File: config.mk
export PLATFORM = sky130hd
export DESIGN_NAME = pixel_drain
export DESIGN_NICKNAME = d
export VERILOG_FILES = /design/src/rtl/pixel_drain.sv
export SDC_FILE = /design/constraint.sdc
export NUM_CORES = 1
export LEC_CHECK = 0
export CORE_ASPECT_RATIO = 1.4
export CORE_MARGIN = 4
export CORE_UTILIZATION = 49
export DETAILED_ROUTE_END_ITERATION = 8
export PLACE_DENSITY = 0.81
export SYNTH_ARGS = -nofsm -noshare
export SYNTH_HDL_FRONTEND = slang
export SYNTH_SLANG_ARGS = --single-unit
File: constraint.sdc
create_clock -name RFCLK -period 2.1 [get_ports RFCLK]
set_clock_uncertainty 0.05 [all_clocks]
set_input_delay 0.525 -clock RFCLK [delete_from_list [all_inputs] [get_ports RFCLK]]
set_output_delay 0.525 -clock RFCLK [all_outputs]
set_load 0.02 [all_outputs]
File: src/rtl/pixel_drain.sv
// pixel_drain: drains completed ping-pong RAM halves into a pixel stream; define PIX16_EN for 16-bit pixels
module pixel_drain #(
    parameter int WORDS_PER_LINE  = 348,
    parameter int LINES_PER_FRAME = 1024,
    parameter int HDR_WORDS       = 0
) (
    input  logic        RFCLK,
    input  logic        nRST_Pixel,
    input  logic        wr_bank,
    input  logic        MODE_SET,
    input  logic        frame_sync,
    input  logic [31:0] rddata,
    output logic [9:0]  rdaddr,
    output logic        rden,
    output logic [15:0] pix_data,
    output logic        pix_valid,
    input  logic        pix_ready,
    output logic        pix_sof,
    output logic        pix_eol,
    output logic        frame_done,
    output logic [9:0]  line_cnt,
    output logic        overrun,
    output logic [7:0]  cmd_skip_cnt,
    output logic        busy
);
`ifdef PIX16_EN
    localparam int SW = 1;
`else
    localparam int SW = 2;
`endif
    localparam logic [8:0] HDR_W  = 9'(HDR_WORDS);
    localparam logic [8:0] LAST_W = 9'(HDR_WORDS + WORDS_PER_LINE - 1);
    localparam logic [9:0] LAST_L = 10'(LINES_PER_FRAME - 1);

    typedef enum logic [1:0] {IDLE, FETCH, WAIT, EMIT} state_t;
    state_t state, state_nxt;

    logic          bank_prev, rdbank, sof_pend, sof_line, sof_go;
    logic [8:0]    widx;
    logic [31:0]   shreg;
    logic [SW-1:0] sub_idx;
    logic          done_evt, start, accept, last_word, last_pix, line_end, frame_end;

    assign done_evt  = wr_bank ^ bank_prev;
    assign start     = done_evt && !MODE_SET;
    // a completed half while draining aborts the current pixel, so it can never be accepted
    assign accept    = state == EMIT && pix_ready && !done_evt;
    assign last_word = widx == LAST_W;
    assign last_pix  = last_word && &sub_idx;
    assign line_end  = accept && last_pix;
    assign frame_end = line_end && line_cnt == LAST_L;
    assign sof_go    = sof_line || sof_pend || frame_sync;

    always_comb begin
        state_nxt = done_evt ? (MODE_SET ? IDLE : FETCH) :
                    state == FETCH ? WAIT :
                    state == WAIT ? EMIT :
                    accept && &sub_idx ? (last_word ? IDLE : FETCH) : state;
    end

    assign rden      = state == FETCH;
    assign rdaddr    = rden ? {rdbank, widx} : 10'd0;
    assign pix_valid = state == EMIT;
    assign pix_sof   = pix_valid && sof_line;
    assign pix_eol   = pix_valid && last_pix;
    assign busy      = state != IDLE;
`ifdef PIX16_EN
    assign pix_data  = sub_idx[0] ? shreg[31:16] : shreg[15:0];
`else
    assign pix_data  = {8'h00, shreg[{sub_idx, 3'b000} +: 8]};
`endif

    always_ff @(posedge RFCLK or negedge nRST_Pixel) begin
        if (!nRST_Pixel) begin
            state        <= IDLE;
            bank_prev    <= 1'b0;
            rdbank       <= 1'b0;
            sof_pend     <= 1'b0;
            sof_line     <= 1'b0;
            widx         <= '0;
            shreg        <= '0;
            sub_idx      <= '0;
            line_cnt     <= '0;
            overrun      <= 1'b0;
            cmd_skip_cnt <= '0;
            frame_done   <= 1'b0;
        end else begin
            state      <= state_nxt;
            bank_prev  <= wr_bank;
            frame_done <= frame_end;
            overrun    <= overrun | (done_evt & busy);
            sof_pend   <= start ? 1'b0 : sof_pend | frame_sync;
            if (done_evt && MODE_SET) cmd_skip_cnt <= cmd_skip_cnt + 8'd1;
            if (start) begin
                rdbank   <= bank_prev;
                widx     <= HDR_W;
                sof_line <= sof_go;
                if (sof_go) line_cnt <= '0;
            end
            if (state == WAIT) begin
                shreg   <= rddata;
                sub_idx <= '0;
            end
            if (accept) begin
                sof_line <= 1'b0;
                sub_idx  <= sub_idx + SW'(1);
                if (&sub_idx && !last_word) widx <= widx + 9'd1;
                if (line_end) line_cnt <= frame_end ? 10'd0 : line_cnt + 10'd1;
            end
        end
    end
endmodule

==> reports/metrics.yaml <==
outcome:
  status: "finished, violations left"
  violations: "setup timing"
worst_setup_path:
  worst_setup_path_start_kind: "flip-flop"
  arrival_ns: 1.55
  endpoint_kind: "primary output"
  worstPathMaxFanout: 5
  rr_worst_depth: 7
  max_stage_delay_ns: 0.51
  crit_type: "flip-flop to primary output"
  cp.required_ns: 1.52
  slowest_stage: "mux4_2"
  reg2reg_to: "widx[6]"
  crit_top_cell: "buf_6"
  rr_startpoint: "sub_idx[0]"
  crit_chain: "buf_6 > mux4_2 > buf_6"
  rrSetupSlack_ns: 0.19
logic_synthesis:
  syn_avg_cell_area_um2: 12.2
  netlist_area_mm2: 0.00342
  synth-xor-area-share_pct: 2.52
  muxShareOfSynthArea_pct: 18.7
  synth_most_common_cell: "dfrtp_1"
  ys.flop_type: "dfrtp_1"
  yosysTopAreaCellShare_pct: 50.4
  netlist_top_cells_count: "dfrtp_1 (69), mux2_2 (33), nand2_1 (18)"
  yosysTopAreaCell: "dfrtp_1"
  yosys_warnings: 0
  ys_seq_elements: 69
  yosys-top-cells-area: "dfrtp_1 (50%), mux2_2 (11%), mux4_2 (5.3%)"
  synthCells: 281
  yosys.area_share.simple_pct: 14.7
  synth-async-reset-ratio_pct: 100
  synth_top_family_by_area: "multiplexers"
  synth_compound_area_share_pct: 6.25
  synth_edf_count: 0
  yosys.cell_types.count: 44
  ys_seq_area_share_pct: 50.4
  synth_fa_ha_area_share_pct: 2.92
pwr:
  vdd_ir_drop_max_mv: 0.734
  p_seq_share_pct: 36.2
  leakagePower_uw: 0.00213
  pwr-share-comb_pct: 41.9
  clkPwrFrac_pct: 21.9
  power.share.switching_pct: 32.1
  intPower_uw: 3770
  p_per_area_mw_per_mm2: 1160
  p_switching_uw: 1780
placement:
  gp_congestion: 0.839
  dp.cells: 476
  dp_hpwl_mm: 5.52
  io_buffers: 80
cts:
  clk_pin_slew_worst_paths_ns: 0.07
  numCtsBuffers: 9
  insertion_delay_ns: 0.34
  cts_sinks: 69
  cts.path.max_buffers: 2
  cts_root_buf: "clkbuf_8"
  htree_levels: 3
  holdBufCountCts: 0
  cts_tree: "built"
timing:
  fmax_ghz: 0.471
  maxSlewViolCount: 0
  setup_tns_ns: -0.0968
  period_minus_slack_ns: 2.12
  hold_viol_final: 0
  period_share_pct: 101
  setup_viol: 8
  rsz0062_at_grt: "yes"
  finalWorstSetupSlack_ns: -0.0230
die:
  start_util_pct: 51.1
  core_mm2: 0.00670
  num_rows: 35
  dieArea_mm2: 0.00841
  fp.dieH_um: 107
  ios: 89
  fp.dieW_um: 78.7
global_routing:
  antenna_found_initial: 0
  grt_max_degree: 70
  overflow: 0
  grt_usage_pct: 19.8
  grt_pass1_wl_mm: 12.9
  grt_pass1_vias: 2804
cells_and_area:
  diodes: 0
  nNetsFinal: 443
  syn2layout_area_growth_pct: 40.2
  final_cells: 494
  drive_above_1_share_pct: 32.6
min_path:
  hp-class: "input port to async pin"
drt:
  drt_pass1_iterations: 4
  drc: 0
  wirelength_mm: 7.66
  routedWlPerCell_um: 15.5
  avgViaCountPerCell: 5.25
  drtIter0Drc: 106
  via_count: 2593
  ant_nets: 0
job:
  max_cap_violations: 0
-- power groups by stage --
| stage | registers (µW) | clock network, µW | logic [µW] |
|---|---|---|---|
| after global routing | 2070 | 1300 | 2530 |
| after global placement | 2000 | 0 | 2240 |
| final | 2010 | 1220 | 2320 |
| after floorplan | 2010 | 0 | 1320 |
| after detailed placement | 2030 | 0 | 2290 |
| after CTS | 2010 | 1250 | 2250 |
-- flip-flops by register name (all words and copies together), names as in the netlist --
signal and flops:
state 2, sof_pend 1, frame_done 1, widx 9
rdbank 1, sub_idx 2, sof_line 1, overrun 1
line_cnt 10, cmd_skip_cnt 8, bank_prev 1, shreg 32
-- metal layers --
| layer | global-route usage [%] | wire [µm] | vias up |
|---|---|---|---|
| li1 | - | - | 1225 |
| met1 | 22.5 | 2990 | 1276 |
| met2 | 34.9 | 4050 | 81 |
| met3 | 5.04 | 489 | 11 |
| met4 | 8.13 | 123 | 0 |
| met5 | 0 | 0 | - |
-- cell families (layout without fill, tap and decap cells) --
kind of cell	count (synthesis)	in the layout
xor+xnor	9	9
simple gates	89	89
other cells	1	8
buf+inv	27	141
mux	50	50
fa+ha+maj	8	8
compound gates	28	28
flops	69	69
-- area by class of cell --
class                   count  area, µm²
clock buffers              11        141
clock inverters             5       83.8
fillers                   512       1900
inverters                  10       37.5
multi-input cells         192       1620
flip-flops and latches     69       1730
well taps                  92        115
repair buffers            115       1070
-- per-stage QoR --
| stage | util (%) | area [µm²] | worst slack (ns) | power (µW) | hold slack (ns) |
|---|---|---|---|---|---|
| after global routing | 71.6 | 4800 | -0.0790 | 5900 | 0.167 |
| after floorplan | - | 3450 | 0.127 | 3330 | 0.179 |
| final | 71.6 | 4800 | -0.0230 | 5550 | 0.150 |
| after CTS | 71.4 | 4790 | -0.134 | 5500 | 0.150 |
| after global placement | 68.1 | 4560 | -0.125 | 4240 | 0.392 |
| after detailed placement | 68.1 | 4560 | -0.175 | 4320 | 0.401 |
-- layout by cell type, fill, tap and decap left out, drive strengths merged, types with 2 or more instances in the layout --
cell type	synthesis	layout
a21oi	3	3
a31oi	7	7
and2	12	12
and3	11	11
and4	2	2
buf	14	46
bufinv	0	2
clkbuf	3	22
clkdlybuf4s50	0	56
clkinvlp	0	2
conb	1	8
dfrtp	69	69
dlygate4sd2	0	2
ha	8	8
inv	10	10
mux2	33	33
mux2i	9	9
mux4	8	8
nand2	18	18
nand3	9	9
nand3b	5	5
nand4	7	7
nand4b	2	2
nor2	11	11
nor3	5	5
o211ai	2	2
o21a	2	2
o21ai	9	9
or2	3	3
xnor2	6	6
xor2	3	3
-- how the worst max path moves through the flow --
stage                     startpoint     endpoint  slack (ns)  cells past startpoint
after floorplan              widx[0]      pix_eol        0.13                      4
after global placement       wr_bank  line_cnt[8]       -0.13                      6
after detailed placement     wr_bank      widx[6]       -0.18                      6
after CTS                 sub_idx[0]  pix_data[1]       -0.13                      4
after global routing      sub_idx[0]  pix_data[1]       -0.08                      3
final                     sub_idx[0]  pix_data[1]       -0.02                      3
-- repair_timing --
action                     CTS  global route
pin swaps                    0             3
buffers inserted             1             1
cloned                       1             0
setup endpoints to repair   23            28
hold endpoints to repair     0             0
gates resized for setup     61            44
-- critical path: cells and delay by family, from the launching register on --
family                 cells  cell delay [ns]
buffers and inverters      2             0.29
flip-flops                 1             0.40
multiplexers               1             0.51
No activity file was read; power rests on OpenSTA's default activity.
